$ cat config.mk
export PLATFORM = sky130hd
export DESIGN_NAME = inst_encoder
export DESIGN_NICKNAME = d
export VERILOG_FILES = /design/src/rtl/inst_encoder_pkg.sv /design/src/rtl/inst_encoder_imm_pack.sv /design/src/rtl/inst_encoder.sv
export SDC_FILE = /design/constraint.sdc
export NUM_CORES = 1
export LEC_CHECK = 0
export ABC_AREA = 0
export CAP_MARGIN = 20
export CORE_ASPECT_RATIO = 1.25
export CORE_MARGIN = 2
export CORE_UTILIZATION = 40
export DETAILED_ROUTE_END_ITERATION = 12
export PLACE_DENSITY = 0.77
export SLEW_MARGIN = 20
export SYNTH_ARGS = -nofsm -noshare
export SYNTH_HDL_FRONTEND = slang
export SYNTH_SLANG_ARGS = --single-unit
$ cat constraint.sdc
create_clock -name i_clk -period 2.3 [get_ports i_clk]
set_input_delay 0.69 -clock i_clk [delete_from_list [all_inputs] [get_ports i_clk]]
set_output_delay 0.69 -clock i_clk [all_outputs]
set_load 0.01 [all_outputs]
$ cat src/rtl/inst_encoder_pkg.sv
// Shared immediate-format encodings, error codes and RV32I opcodes.
// Used by both the encoder and the decode-side immediate generator.
package inst_encoder_pkg;

  typedef enum logic [2:0] {
    SEL_I     = 3'd0,
    SEL_S     = 3'd1,
    SEL_B     = 3'd2,
    SEL_J     = 3'd3,
    SEL_LUI   = 3'd4,
    SEL_AUIPC = 3'd5
  } imm_sel_e;

  localparam logic [1:0] ERR_NONE  = 2'b00;
  localparam logic [1:0] ERR_RANGE = 2'b01;
  localparam logic [1:0] ERR_ALIGN = 2'b10;
  localparam logic [1:0] ERR_SEL   = 2'b11;

  localparam logic [6:0] OP_LUI    = 7'b0110111;
  localparam logic [6:0] OP_AUIPC  = 7'b0010111;
  localparam logic [6:0] OP_JAL    = 7'b1101111;
  localparam logic [6:0] OP_JALR   = 7'b1100111;
  localparam logic [6:0] OP_BRANCH = 7'b1100011;
  localparam logic [6:0] OP_LOAD   = 7'b0000011;
  localparam logic [6:0] OP_STORE  = 7'b0100011;
  localparam logic [6:0] OP_IMM    = 7'b0010011;
  localparam logic [6:0] OP_REG    = 7'b0110011;

  // Bits above the field's sign bit; all must match it.
  localparam logic [31:0] HI_I = 32'hFFFF_F800;
  localparam logic [31:0] HI_B = 32'hFFFF_F000;
  localparam logic [31:0] HI_J = 32'hFFF0_0000;

  function automatic logic sext_ok(
    input logic [31:0] imm,
    input logic [31:0] hi
  );
    return ((imm & hi) == hi) || ((imm & hi) == '0);
  endfunction

endpackage

$ cat src/rtl/inst_encoder_imm_pack.sv
// Combinational packer: immediate + fields -> RV32I word,
// with range/alignment/select checking.
module imm_pack
  import inst_encoder_pkg::*;
(
  input  logic [2:0]  sel,
  input  logic [31:0] imm,
  input  logic [6:0]  opcode,
  input  logic [4:0]  rd,
  input  logic [4:0]  rs1,
  input  logic [4:0]  rs2,
  input  logic [2:0]  funct3,
  output logic [31:0] inst,
  output logic [1:0]  err_code
);

  logic is_i, is_s, is_b, is_j, is_u;

  assign is_i = (sel == SEL_I);
  assign is_s = (sel == SEL_S);
  assign is_b = (sel == SEL_B);
  assign is_j = (sel == SEL_J);
  assign is_u = (sel == SEL_LUI) || (sel == SEL_AUIPC);

  always_comb begin
    inst     = '0;
    err_code = ERR_NONE;
    unique case (1'b1)
      is_i: begin
        inst = {imm[11:0], rs1, funct3, rd, opcode};
        if (!sext_ok(imm, HI_I)) err_code = ERR_RANGE;
      end
      is_s: begin
        inst = {imm[11:5], rs2, rs1, funct3,
                imm[4:0], opcode};
        if (!sext_ok(imm, HI_I)) err_code = ERR_RANGE;
      end
      is_b: begin
        inst = {imm[12], imm[10:5], rs2, rs1, funct3,
                imm[4:1], imm[11], opcode};
        if (imm[0])                  err_code = ERR_ALIGN;
        else if (!sext_ok(imm, HI_B)) err_code = ERR_RANGE;
      end
      is_j: begin
        inst = {imm[20], imm[10:1], imm[11],
                imm[19:12], rd, opcode};
        if (imm[0])                  err_code = ERR_ALIGN;
        else if (!sext_ok(imm, HI_J)) err_code = ERR_RANGE;
      end
      is_u: begin
        inst = {imm[31:12], rd, opcode};
        if (|imm[11:0]) err_code = ERR_ALIGN;
      end
      default: err_code = ERR_SEL;
    endcase
  end

endmodule

$ cat src/rtl/inst_encoder.sv
// Instruction encoder: packs immediates into RV32I words and streams
// them with sequential imem write addresses over valid/ready.
module inst_encoder
  import inst_encoder_pkg::*;
#(
  parameter logic [31:0] BASE_ADDR = 32'h0000_0000,
  parameter int          DEPTH     = 2048
) (
  input  logic        i_clk,
  input  logic        i_reset,
  input  logic        i_valid,
  output logic        o_ready,
  input  logic [2:0]  i_imm_sel,
  input  logic [31:0] i_imm,
  input  logic [6:0]  i_opcode,
  input  logic [4:0]  i_rd,
  input  logic [4:0]  i_rs1,
  input  logic [4:0]  i_rs2,
  input  logic [2:0]  i_funct3,
  output logic        o_valid,
  input  logic        i_ready,
  output logic [31:0] o_inst,
  output logic [31:0] o_addr,
  input  logic        i_clear,
  output logic        o_err,
  output logic [1:0]  o_err_code
);

  localparam logic [31:0] LAST_ADDR =
    BASE_ADDR + 32'(4 * (DEPTH - 1));

  logic [31:0] p_inst;
  logic [1:0]  p_err;
  logic        acc, hs, bad;

  imm_pack u_pack (
    .sel      (i_imm_sel),
    .imm      (i_imm),
    .opcode   (i_opcode),
    .rd       (i_rd),
    .rs1      (i_rs1),
    .rs2      (i_rs2),
    .funct3   (i_funct3),
    .inst     (p_inst),
    .err_code (p_err)
  );

  assign o_ready = !o_valid || i_ready;
  assign acc     = i_valid && o_ready;
  assign hs      = o_valid && i_ready;
  assign bad     = (p_err != ERR_NONE);

  always_ff @(posedge i_clk) begin
    if (!i_reset) begin
      o_valid    <= 1'b0;
      o_inst     <= '0;
      o_addr     <= BASE_ADDR;
      o_err      <= 1'b0;
      o_err_code <= ERR_NONE;
    end else begin
      o_err <= acc && bad;
      if (acc && bad) o_err_code <= p_err;

      if (acc && !bad) begin
        o_inst  <= p_inst;
        o_valid <= 1'b1;
      end else if (hs) begin
        o_valid <= 1'b0;
      end

      // Clear beats the handshake step; a held word pairs with BASE.
      if (i_clear)
        o_addr <= BASE_ADDR;
      else if (hs)
        o_addr <= (o_addr == LAST_ADDR) ? BASE_ADDR
                                        : o_addr + 32'd4;
    end
  end

endmodule

---- Yosys cells after proc, flatten, opt, wreduce, memory -nomap -nowiden ----
Cells that the tools add are included.
Widths: inputs -> output; s select.
operators by class
  $add $sub $neg .......................... 1
  equal/unequal tests ..................... 9
  multiplexer cells ....................... 11
  bitwise gates (word level) .............. 1
  reduce and logical (&&, ||, !) cells .... 20
operators by type and width
  operator               number
  $pmux 32 s5            1
  $logic_not 32->1       3
  $add 32x3->32 const B  1
  $eq 32x13->1 const B   1
  $mux 32                1
  $eq 21x21->1 const B   1
  $eq 20x20->1 const B   1
  $eq 12x12->1 const B   1
  $reduce_or 12->1       1
  $pmux 2 s4             1
  $eq 3x2->1 const B     2
  $eq 3x3->1 const B     2
  $mux 2                 3
  $logic_or 1x1->1       5
  $mux 1                 5
  $logic_and 1x1->1      4
  $reduce_bool 2->1      2
  $reduce_or 2->1        2
  $eq 3x1->1 const B     1
  $logic_not 3->1        1
  $logic_not 1->1        2
  $not 1->1              1
storage, ports and cells
  bits in registers ....................... 68
  bits of input ports ..................... 65
  output and inout port bits .............. 69
  word-level logic and storage cells ...... 47

---- Depth between registers and ports, before layout ----
Gate-level depths: netlist (run 1).
  depth after elaboration ................. 9
  depth in mapped cells ................... 9
  depth with buffers taken out ............ 7

---- Modules after synthesis ----
From an unflattened synthesis (run 1), not the netlist that was laid out.
unflattened totals
  cells, all modules ...................... 452
  area total of the unflattened synthesis .. 3729.8 sq um
by module, submodules not included
  module        times used  cells an instance  area each (sq um)  seq. area each (sq um)
  inst_encoder  1           318                2831.5             1321.3
  imm_pack      1           134                898.4              0.0

---- Worst setup path after synthesis (run 1) ----
OpenSTA, ideal clock, no wires.
  path type ............................... input-to-reg
  from .................................... input port i_imm[15]
  to ...................................... register o_inst[24]
  library setup time ...................... 116 ps
  data arrival time ....................... 2313 ps
  required time ........................... 2184 ps
  slack ................................... -130 ps
  cell stages on the path ................. 8
  buffers on the path ..................... 2
  cell sequence ........................... or4_4 nor4b_2 nand2_1 a311oi_2 buf_6 buf_6 o211ai_2 o211a_1
on the way
  word-level cells in the longest chain between the ends .. 8
  elaborated cells on any way between the ends .. 13
  those cells by class .................... eq/ne (2); mux (4); reduce/logical (7)
ends and longest elaborated chain
  item                                                     line                         RTL
  start: declaration                                       inst_encoder.sv:14           input logic [31:0] i_imm,
  $eq 20x20->1 / $logic_not 32->1 (equally long branches)  inst_encoder_pkg.sv:38       return ((imm & hi) == hi) || ((imm & hi) == '0);
  $logic_or 1x1->1                                         inst_encoder_pkg.sv:38
  $mux 1                                                   inst_encoder_imm_pack.sv:42  else if (!sext_ok(imm, HI_B)) err_code = ERR_RANGE;
  $mux 2                                                   inst_encoder_imm_pack.sv:41  if (imm[0]) err_code = ERR_ALIGN;
  $pmux 2 s4 (*)                                           inst_encoder_imm_pack.sv:28  unique case (1'b1)
  $reduce_bool 2->1 (*)                                    inst_encoder.sv:51           assign bad = (p_err != ERR_NONE);
  $logic_not 1->1 (*)                                      inst_encoder.sv:64           if (acc && !bad) begin
  $logic_and 1x1->1 (*)                                    inst_encoder.sv:64
  end signal: assignment                                   inst_encoder.sv:65           o_inst <= p_inst;
  end: declaration                                         inst_encoder.sv:22           output logic [31:0] o_inst,
Mark *: on every way between the ends. The rest lies on a longest branch, timed or not.
A chain may end at the register's enable or synchronous reset.

---- Worst setup path after layout (run 1) ----
  from .................................... input port i_imm[20]
  to ...................................... register o_inst[9]
on the way
  word-level cells in the longest chain between the ends .. 8
  elaborated cells on any way between the ends .. 18
  those cells by class .................... eq/ne (3); mux (6); reduce/logical (9)
ends and longest elaborated chain
  item                                        line
  $eq 20x20->1, or another cell as far along  inst_encoder_pkg.sv:38
  $logic_or 1x1->1                            inst_encoder_pkg.sv:38
  $mux 1, on equally long branches            inst_encoder_imm_pack.sv:42, inst_encoder_imm_pack.sv:48
  $mux 2, on equally long branches            inst_encoder_imm_pack.sv:41, inst_encoder_imm_pack.sv:47
  $pmux 2 s4 (*)                              inst_encoder_imm_pack.sv:28
  $reduce_bool 2->1 (*)                       inst_encoder.sv:51
  $logic_not 1->1 (*)                         inst_encoder.sv:64
  $logic_and 1x1->1 (*)                       inst_encoder.sv:64
Marked as above.

==> run metrics, run 1 <==
RSZ-0062 raised after global routing yes; first-pass GRT wire length about 18000 µm; status finished, violations left; min-delay worst type register to register; Placed Area 0.00530 mm²; post-route cell area approximately 0.0058 mm²; WHS Path Cells 2; Final Slew Violations 0; Power Density 453 mW/mm²; core area 0.00861 mm²; Final setup viols 1; library cells used by synthesis 48; # DRC 0; flops & latches, synth 66; failing checks setup timing; die width 87.7 µm; min-delay src o_inst[6]$_SDFFE_PN0P_; type of origin of the critical path primary input; initial drt markers ~160; Max Buffers Root-to-Sink 2; post-synthesis instance area between 0.003 and 0.004 mm²; Port Buffers approximately 130; DRT Wirelength roughly 11000 µm; R2R Setup Slk roughly 300 ps; Worst Path Max Fanout 6; Slew Limit Headroom between 60% and 70%; via count 3927; WP data required between 2000 and 3000 ps; largest net degree at the start of global routing 31; number of vias per cell roughly 5.4; highest clock rate 426 MHz; Gate Count Post-Synth between 400 and 500; CTS tree built; Peak supply drop 0.297 mV; DRT Pass-1 Iters 4; R2R cell count 6; fin util between 60% and 70%; CP Capture Type register; worst path arrival time roughly 2600 ps; LEAKAGE around 2.4 nW; Synthesis Warnings 0; Initial Utilization between 40% and 50%; EDFF count, synth 0; max_cap viols 0; Avg Inst Size Synth ~8.3 µm²; placed wire-length estimate between 8000 and 9000 µm; die area roughly 0.0095 mm²; Tmin final around 2300 ps; I/O pin cnt about 130; Main synth FF type dfxtp_1; GPL Wtd Cong 0.902; Area Growth Syn to Fin 64.3%; share of cells above drive strength 1 19.5%; Crit Reg-Reg Endpoint o_addr[20]$_SDFFE_PP0P_; H-tree depth 3; initial antenna violation count 0; skew final roughly 7.5 ps; clock buffer count from CTS 9; Avg WL per Cell 15.6 µm; Worst Hold Path EP o_inst[6]$_SDFFE_PN0P_; Final Cycle Share 102%; ys async rst share 0%; row count 38; Final Hold Fails 0; worst-margin pin slew ~540 ps; post-route antenna net violation count 0; critical path class primary input to register; Total GRT Usage about a quarter; Sink Count between 60 and 70; Reg clk slew, reported paths 70 ps; nets@finish 667; Die Height between 100 and 150 µm; setup ws final -48.3 ps; clk_lat worst skew roughly 340 ps; fraction of the yosys area taken by sequential cells 37.7%; total grt overflow 0; R2R Path Start o_addr[5]$_SDFFE_PP0P_; Antenna Cells 0; vias in the first global route 3899; Clock Tree Root clkbuf_8
==> state kept, by name (all words and copies together), names as in the netlist <==
name and cells:
o_err 1, o_inst 32, o_valid 1, o_err_code 2, o_addr 30
==> per-layer routing <==
layer / wire (µm) / global-route usage (%) / part of all wire (%)
met2: 5700 / 42.0 / 50
met1: 4480 / 27.0 / 39
met4: 459 / 12.3 / 4.0
met3: 704 / 4.84 / 6.2
met5: 0 / 0 / 0
==> metrics by stage <==
stage	power, W	setup TNS, ps	hold slack (ps)	instances	setup WS, ps
4_1_cts	0.00263	-537	458	726	-64.6
3_5_place_dp	0.00165	-33640	448	701	-840
6_report	0.00261	-48.3	455	725	-48.3
2_1_floorplan	0.00138	-2220	473	422	-130
3_3_place_gp	0.00164	-32000	435	701	-793
5_1_grt	0.00271	-874	473	725	-81.5
==> area by class of cell <==
| class | instances | area [µm²] |
|---|---|---|
| Clock inverter | 6 | 67.6 |
| Inverter | 4 | 15.0 |
| Sequential cell | 66 | 1320 |
| Fill cell | 680 | 2850 |
| Clock buffer | 10 | 128 |
| Timing Repair Buffer | 197 | 1900 |
| Multi-Input combinational cell | 322 | 2180 |
| Tap cell | 120 | 150 |
==> where the power goes <==
group          total (W)  internal, W  switching, W
registers        0.00117      0.00116     0.0000125
logic           0.000475     0.000255      0.000220
clock network   0.000961     0.000502      0.000458
==> kinds of logic after synthesis <==
logic type,after synthesis,share of synthesized area [%]
other,1,0.107
XOR/XNOR,29,7.25
flip-flops,66,37.7
AND/OR/NAND/NOR,176,25.0
buffers and inverters,34,5.07
adder cells (fa/ha/maj),2,0.714
multiplexers,21,6.03
AO/OA/AOI/OAI,92,18.1
==> worst max path at each step <==
stage / from / endpoint / slack, ps / depth (start not counted)
after floorplan: i_imm[15] / o_inst[24]$_SDFFE_PN0P_ / -130 / 8
after global placement: i_imm[17] / o_inst[3]$_SDFFE_PN0P_ / -790 / 7
after detailed placement: i_imm[17] / o_inst[2]$_SDFFE_PN0P_ / -840 / 7
after CTS: i_imm[17] / o_inst[21]$_SDFFE_PN0P_ / -60 / 10
after global routing: i_imm[19] / o_inst[9]$_SDFFE_PN0P_ / -80 / 10
final: i_imm[20] / o_inst[9]$_SDFFE_PN0P_ / -50 / 11
==> critical path: stages <==
cell           delay, ps
dlygate4sd2_1        330
nand4_1              150
nor3_2               180
buf_4                160
nand4_1              150
a311oi_4             310
buf_6                180
buf_6                140
buf_16               120
nand2_4               40
o211a_1              120
==> placed cells by master (no fill, tap or decap), types with 3 or more instances in the layout <==
master / n
nand4_1: 15
buf_4: 55
mux2i_1: 20
buf_6: 7
xor2_1: 23
a21oi_1: 21
dfxtp_1: 66
and3_1: 5
buf_12: 4
o21ai_1: 9
o21ai_0: 13
nand3_2: 6
nor4_1: 6
nand2_1: 47
dlymetal6s2s_1: 4
a211oi_1: 4
clkdlybuf4s15_1: 3
clkbuf_8: 9
nor4_2: 4
clkdlybuf4s50_1: 96
o22ai_1: 8
o211ai_1: 3
buf_2: 3
o211a_1: 16
xnor2_1: 6
nand3_1: 23
nor2_1: 36
and4_1: 4
dlygate4sd2_1: 21
nor2b_1: 10
a22oi_1: 6
==> synthesized netlist by cell type, drive strengths merged, types with 4 or more instances <==
| cell type | n | area share [%] |
|---|---|---|
| buf | 12 | 2.7 |
| a22oi | 6 | 1.3 |
| o211ai | 4 | 1.0 |
| nand2 | 50 | 5.4 |
| nor4 | 12 | 2.1 |
| xnor2 | 6 | 1.5 |
| nor2 | 36 | 3.9 |
| o211a | 16 | 4.6 |
| nand4 | 15 | 2.7 |
| and4 | 4 | 1.0 |
| o22ai | 8 | 1.4 |
| and3 | 6 | 1.1 |
| mux2i | 20 | 5.7 |
| clkbuf | 18 | 1.9 |
| nand3 | 29 | 4.1 |
| o21ai | 22 | 3.1 |
| a211oi | 4 | 0.86 |
| dfxtp | 66 | 38 |
| nor2b | 11 | 2.0 |
| a21oi | 21 | 3.0 |
| xor2 | 23 | 5.7 |
==> what timing repair did <==
action | CTS | global route
gates cloned | 3 | 0
hold buffers | 0 | 0
endpoints found under the setup margin | 37 | 33
pin swaps | 19 | 12
resized for setup | 83 | 12
setup buffers | 6 | 0
Note: power is estimated with default switching activity, not from simulation.
==> run 2: changes to the inputs <==
Settings changed: CORE_UTILIZATION 40 to 41, SYNTH_HIERARCHICAL from default to 1.
==> run 2 against run 1 <==
The run now ends clean. Synthesized area rose by 6.4%. Cell area rose by 0.57%. Wire length rose by 4.8%. Critical endpoint is now o_inst[4]$_SDFFE_PN0P_.
==> run metrics, run 2 <==
status finished clean; post-route antenna net violation count 0 (unchanged); R2R Path Start o_addr[3]$_SDFFE_PP0P_; Peak supply drop 0.303 mV (+2.0%); top-count cell post-synth nand2_1; Avg Inst Size Synth 8.25 µm² (-0.87%); Setup WS pre-CTS -646 ps (+194 ps); core area 0.00875 mm² (+1.7%); Final Hold Fails 0 (unchanged); RSZ-0062 raised after global routing yes; ys async rst share 0% (unchanged); vias in the first global route 3968 (+1.8%); critical path class primary input to register; Area Growth Syn to Fin 55.2%; synth top area cells dfxtp_1, nand2_1, a21boi_1, mux2i_1, xor2_1; DRT Pass-1 Iters 5 (+1); Port Buffers 131 (unchanged); Clock Tree Root clkbuf_8; die area 0.00988 mm² (+3.7%); critical path's largest stage delay 530 ps (+200 ps); Main synth FF type dfxtp_1; Worst Path Max Fanout 5 (-1); type of origin of the critical path primary input; WP data required 2570 ps (+30 ps); Synthesis Warnings 6 (+6); Final Cycle Share 99.7% (-2.4 points); Power Density 438 mW/mm² (-3.3%); Crit Reg-Reg Endpoint o_addr[18]$_SDFFE_PP0P_; cts hold-fix bufs 0 (unchanged); number of vias per cell 5.35 (-1.3%); LEAKAGE 2.24 nW (-5.6%); share of cells above drive strength 1 21.7% (+2.2 points); final setup TNS 0 ps (+48.3 ps); worst path arrival time 2570 ps (-20 ps); skew final 8.52 ps (+1.02 ps); commonest non-fill, non-tap cells in the layout clkdlybuf4s50_1, nand2_1, dfxtp_1; first-pass GRT wire length 18600 µm (+3.3%); most frequent cell on the critical path buf_6; Reg clk slew, reported paths 70 ps (about the same); Final setup viols 0 (-1); largest net degree at the start of global routing 37 (+19%); crit path cell chain buf_6, or4_4, nor4_4, a31oi_1, buf_4, nor3_4, buf_6, buf_8, nand2_1, a21boi_1; Largest delay share family, worst path simple AND/OR/NAND/NOR gates; initial antenna violation count 1 (+1); Max Buffers Root-to-Sink 2 (unchanged); combinational fraction of design power 20.5% (+2.3 points); total grt overflow 0 (unchanged); row count 38 (unchanged); WHS Path Cells 2 (unchanged); CTS tree built; Net Switching 0.000691 W (about the same); highest clock rate 436 MHz (+2.4%); max reg flops 32 (unchanged); Gate Count Post-Synth 452 (+7.4%); Worst Hold Path EP o_inst[28]$_SDFFE_PN0P_; placed wire-length estimate 8480 µm (+0.49%); library cells used by synthesis 53 (+10%); top cell type's share of synthesized area 35.4% (-2.3 points); die width 89.3 µm (+1.8%); flops & latches, synth 66 (unchanged); setup ws final 7.24 ps (+55.5 ps); Total GRT Usage 23.7% (-0.22 points); Most flops, register o_inst; Buf+Inv Stages, Crit Path 4 (-1); max_cap viols 0 (unchanged); # DRC 0 (unchanged); Internal Dissipation 0.00185 W (-3.8%); via count 4025 (+2.5%); Avg WL per Cell 15.8 µm (+0.92%); fraction of the yosys area taken by sequential cells 35.4% (-2.3 points); initial drt markers 206 (+31%); Clk pwr share 33.1% (-3.7 points); GPL Wtd Cong 0.892 (-1.1%); clk_lat worst skew 350 ps (about the same); Tmin final 2290 ps (-55.5 ps); R2R cell count 7 (+1); Initial Utilization 42.6% (+1.9 points); H-tree depth 3 (unchanged); I/O pin cnt 134 (unchanged); sequential share of power 46.4% (+1.4 points); R2R Setup Slk 630 ps (+330 ps); largest registers o_inst: 32 flops, o_addr: 30 flops, o_err_code: 2 flops; CP Capture Type register; clock buffer count from CTS 9 (unchanged); Sw Share 27.2% (+0.76 points); Final Slew Violations 0 (unchanged); CP max stage cell or4_4; min-delay src o_inst[28]$_SDFFE_PN0P_; commonest cells in the netlist nand2_1, dfxtp_1, nor2_1, a21boi_1, a21oi_1; DRT Wirelength 11900 µm (+4.8%); nets@finish 695 (+4.2%); EDFF count, synth 0 (unchanged); Sink Count 66 (unchanged); Die Height 111 µm (+1.8%); Fill cells 722 (+6.2%); commonest non-fill, non-tap cell in the layout clkdlybuf4s50_1; post-synthesis instance area 0.00373 mm² (+6.4%); area leader, netlist dfxtp_1; min-delay worst type register to register
[run 2: cell types whose count changed in the layout (fill, tap and decap cells not counted), moves of 10 or more]
cell | before | now
a21boi_1 | 0 | 23
a22o_1 | 0 | 10
clkbuf_2 | 0 | 15
dlygate4sd2_1 | 21 | 4
nand2_1 | 47 | 72
o211a_1 | 16 | 0
o21ai_0 | 13 | 2
[run 2: power groups by stage]
stage          logic [W]  clock network, W  registers, W
2_1_floorplan   0.000205                 0       0.00121
3_3_place_gp    0.000467                 0       0.00120
3_5_place_dp    0.000475                 0       0.00120
4_1_cts         0.000491          0.000855       0.00118
5_1_grt         0.000555          0.000916       0.00118
6_report        0.000519          0.000840       0.00118
[run 2: per-layer routing]
layer	part of all wire, %	track usage, %	up-vias	wire (µm)
met5	0	0	-	0
li1	-	-	1937	-
met1	41	29.2	1894	4850
met2	50	39.7	164	5940
met3	6.5	4.26	30	775
met4	2.7	9.65	0	326
[run 2: cells by family (layout without fill, tap and decap cells)]
logic type / count (synthesis) / in the layout / share of synthesized area (%)
AND/OR/NAND/NOR: 207 / 207 / 28.9
AO/OA/AOI/OAI: 96 / 96 / 17.4
flip-flops: 66 / 66 / 35.4
buffers and inverters: 32 / 211 / 5.37
XOR/XNOR: 29 / 29 / 7.01
multiplexers: 20 / 20 / 5.43
adder cells (fa/ha/maj): 1 / 1 / 0.335
other: 1 / 3 / 0.101
[run 2: worst max path at each step]
stage | start | end | slack, ps | depth (start not counted)
5_1_grt | i_imm[26] | o_inst[26]$_SDFFE_PN0P_ | -100 | 11
2_1_floorplan | i_imm[0] | o_inst[0]$_SDFFE_PN0P_ | -5 | 8
3_3_place_gp | i_imm[0] | o_inst[23]$_SDFFE_PN0P_ | -560 | 9
3_5_place_dp | i_imm[0] | o_inst[3]$_SDFFE_PN0P_ | -650 | 9
4_1_cts | i_ready | o_ready | 20 | 3
6_report | i_imm[6] | o_inst[4]$_SDFFE_PN0P_ | 7 | 10
[run 2: timing repair]
action / CTS / global route
buffers inserted: 4 / 1
endpoints found under the setup margin: 36 / 34
pin swaps: 6 / 28
resized for setup: 62 / 53
gates cloned: 3 / 1
[run 2: layout make-up]
class | count | area (µm²) | share of cell area, %
multi-input combinational | 355 | 2360 | 40.8
inverter | 5 | 18.8 | 0.324
clock buffer | 11 | 141 | 2.44
antenna | 1 | 2.50 | 0.0432
tap | 120 | 150 | 2.59
timing repair buffer | 192 | 1770 | 30.6
clock inverter | 3 | 17.5 | 0.303
sequential | 66 | 1320 | 22.8
[run 2: worst min-delay path, delay by kind of cell, from the launching register on]
kind,cells,cell delay [ps]
DFF,1,310
and+or+nand+nor,1,50
AOI/OAI and AO/OA,1,50
[run 2: per-stage QoR]
step,area (µm²),instances,power [W],util (%),hold WS (ps)
6_report,5790,753,0.00254,66.2,458
5_1_grt,5790,753,0.00265,66.2,467
3_5_place_dp,5440,729,0.00168,62.1,453
3_3_place_gp,5440,729,0.00167,62.1,443
4_1_cts,5740,750,0.00252,65.6,459
2_1_floorplan,3730,453,0.00142,-,479
